`src/rtl/fpu_unpack.sv`:
```
// fpu_unpack: registers sign, raw exponent and hidden-bit significand of two IEEE-754 singles.
module fpu_unpack (
  input  logic        clk,
  input  logic        reset,
  input  logic [31:0] in_operand_a,
  input  logic [31:0] in_operand_b,
  input  logic [1:0]  in_operator,
  output logic        sign_1,
  output logic        sign_2,
  output logic [7:0]  exponent_1,
  output logic [7:0]  exponent_2,
  output logic [23:0] mantissa_1,
  output logic [23:0] mantissa_2,
  output logic [1:0]  operator
);
  always_ff @(posedge clk)
    if (reset) begin
      sign_1     <= 1'b0;
      sign_2     <= 1'b0;
      exponent_1 <= 8'h00;
      exponent_2 <= 8'h00;
      mantissa_1 <= 24'h000000;
      mantissa_2 <= 24'h000000;
      operator   <= 2'b00;
    end else begin
      sign_1     <= in_operand_a[31];
      sign_2     <= in_operand_b[31];
      exponent_1 <= in_operand_a[30:23];
      exponent_2 <= in_operand_b[30:23];
      mantissa_1 <= {|in_operand_a[30:23], in_operand_a[22:0]};
      mantissa_2 <= {|in_operand_b[30:23], in_operand_b[22:0]};
      operator   <= in_operator;
    end
endmodule

```
`config.mk`:
```
export PLATFORM = sky130hd
export DESIGN_NAME = fpu_unpack
export DESIGN_NICKNAME = d
export VERILOG_FILES = /design/src/rtl/fpu_unpack.sv
export SDC_FILE = /design/constraint.sdc
export NUM_CORES = 1
export LEC_CHECK = 0
export ABC_AREA = 1
export BUFFER_PORTS_ARGS = -buffer_cell sky130_fd_sc_hd__buf_2
export CAP_MARGIN = 0
export CORE_ASPECT_RATIO = 1.25
export CORE_MARGIN = 1.5
export CORE_UTILIZATION = 30
export DETAILED_ROUTE_END_ITERATION = 6
export SYNTH_ARGS = -nofsm -noshare
export SYNTH_HDL_FRONTEND = slang
export SYNTH_SLANG_ARGS = --single-unit
```
`constraint.sdc`:
```
create_clock -name clk -period 1.19 [get_ports clk]
set_input_delay 0.0595 -clock clk [delete_from_list [all_inputs] [get_ports clk]]
set_output_delay 0.0595 -clock clk [all_outputs]
set_load 0.05 [all_outputs]
```
==> out/results.tsv <==
metric	value	unit
status	complete, no violations	
most frequent cells in the layout	buf_2, nor2_1, dfxtp_1	
setup bufs post-CTS	0	
Worst-Margin Slew	283	ps
Total Wirelength	5320	um
detail-routed via count per cell	3.67	
Final Total Pwr	4.99	mW
CP startpoint kind	flip-flop	
commonest non-fill, non-tap cell in the layout	buf_2	
FF+latch area	1360	sq um
hold path depth	3	
Slew HR	81.1	%
Syn Area/Cell	8.82	sq um
die height	93.7	um
Antenna diodes	0	
WL/cell	10.3	um
Multi-input gate area	308	sq um
post-synth net total	292	
vias in the first global route	1882	
number of I/O port buffers	135	
CTS Root Cell	clkbuf_8	
Top delay family on crit path	flip-flops	
die area	7080	sq um
fillcell total	580	
min-delay worst type	in -> reg	
CP peak stage delay	330	ps
CP arrival	910	ps
Placer Congestion	0.717	
Setup TNS Final	0	ps
number of I/O pins	136	
Critical Path RT	1130	ps
residual DRC count	0	
area leader, netlist	dfxtp_1	
drt first pass iters	4	
Clock Pin Slew Worst Setup and Hold Paths	70	ps
final slew viol count	0	
Seq/Total Area, Yosys	68.9	%
core area	6290	sq um
routed vias	1903	
Die Wd	75.6	um
critical path class	reg -> out	
largest net degree at the start of global routing	69	
RSZ-0062 raised after global routing	no	
pwr/cell area	1410	nW/um^2
Final ANT Viol Nets	0	
Buf/Inv on CP	1	
worst-path cell chain	buf_2	
TritonCTS clock tree	yes	
Final setup viols	0	
Crit Path Max Fanout	1	
first-pass GRT wire length	7940	um
Max-Cap Viols	0	
Cell variety after synth	7	
yosys warns	0	
Initial Util	31.4	%
maximum vdd drop	0.875	mV
WP depth	1	
drt initial violations	33	
Final Instance Count excl. Fillers	519	
Sink Count	68	
GR Overflow Total	0	
initial antenna violation count	0	
aggregate global-route resource usage	15.0	%
Inst Count DP	437	
WHS	198	ps
synthesized flop and latch total	68	
nets@finish	497	
slowest CP cell	dfxtp_1	
fmax	1030	MHz
Clock Tree Buf Depth	2	
Tcrit/Tclk final	81.7	%
P_leak	2.03	nW
Crit. End Element	output port	
Area contributors post-synth	dfxtp_1, nor2_1, inv_1, buf_6, buf_2	
num rows	32	
Final Critical Period	973	ps
Layout area overhead	79.6	%
Netlist Area Pre-Place	1980	sq um
Final Hold Viols	0	
number of H-tree levels	3	
top-area cell type share of the netlist area	68.9	%
placed wire-length estimate	3160	um
layout cells sized above 1	34.8	%
CTS Buf Count	9	
post-synthesis cell count	224	
[routing by layer]
metal,part of all wire [%],GRT usage (%)
met1,38,14.8
met2,55,28.0
met3,5.3,3.11
met4,1.8,8.33
met5,0,0
[layout make-up]
class	count	share of cell area, %
clock inverter	5	0.776
tap	85	3.00
sequential	68	38.4
timing repair buffer	202	38.2
inverter	66	6.98
multi-input combinational	82	8.67
clock buffer	11	3.98
[through the flow]
step / utilization (%) / setup WS (ps) / cell area (sq um)
3_3_place_gp: 43.3 / 524 / 2720
3_5_place_dp: 43.3 / 519 / 2720
4_1_cts: 56.4 / 195 / 3550
5_1_grt: 56.4 / 177 / 3550
6_report: 56.4 / 217 / 3550
2_1_floorplan: - / 543 / 1980
[worst paths after layout]
path,start,endpoint,slack (ps)
setup / recovery,mantissa_2[20],mantissa_2[20],220
hold / removal,reset,mantissa_2[2],200
[state kept, by name, indices dropped and copies added, names as in the netlist]
name and cells:
operator 2, sign_2 1, exponent_2 8, mantissa_1 24, mantissa_2 24, exponent_1 8, sign_1 1
[cell usage after synthesis]
cell	number
nor2_1	78
dfxtp_1	68
inv_1	66
buf_2	4
nand2_1	4
buf_6	3
clkbuf_2	1
[cell families (layout without fill, tap and decap cells)]
family | Yosys count | after routing | share of synthesized area [%]
buffers and inverters | 74 | 284 | 15.5
DFF | 68 | 68 | 68.9
and+or+nand+nor | 82 | 82 | 15.6
[repair_timing]
item / in CTS / in global routing
gates resized for setup: 0 / 0
endpoints found under the setup margin: 0 / 0
hold endpoints to repair: 66 / 0
hold buffers: 66 / 0
[power breakdown]
group	total [mW]	internal (mW)	switching, mW
logic	0.989	0.351	0.638
clock network	1.57	0.798	0.774
registers	2.43	2.40	0.0284
total	4.99	3.55	1.44
(Power assumes the default switching activity.)
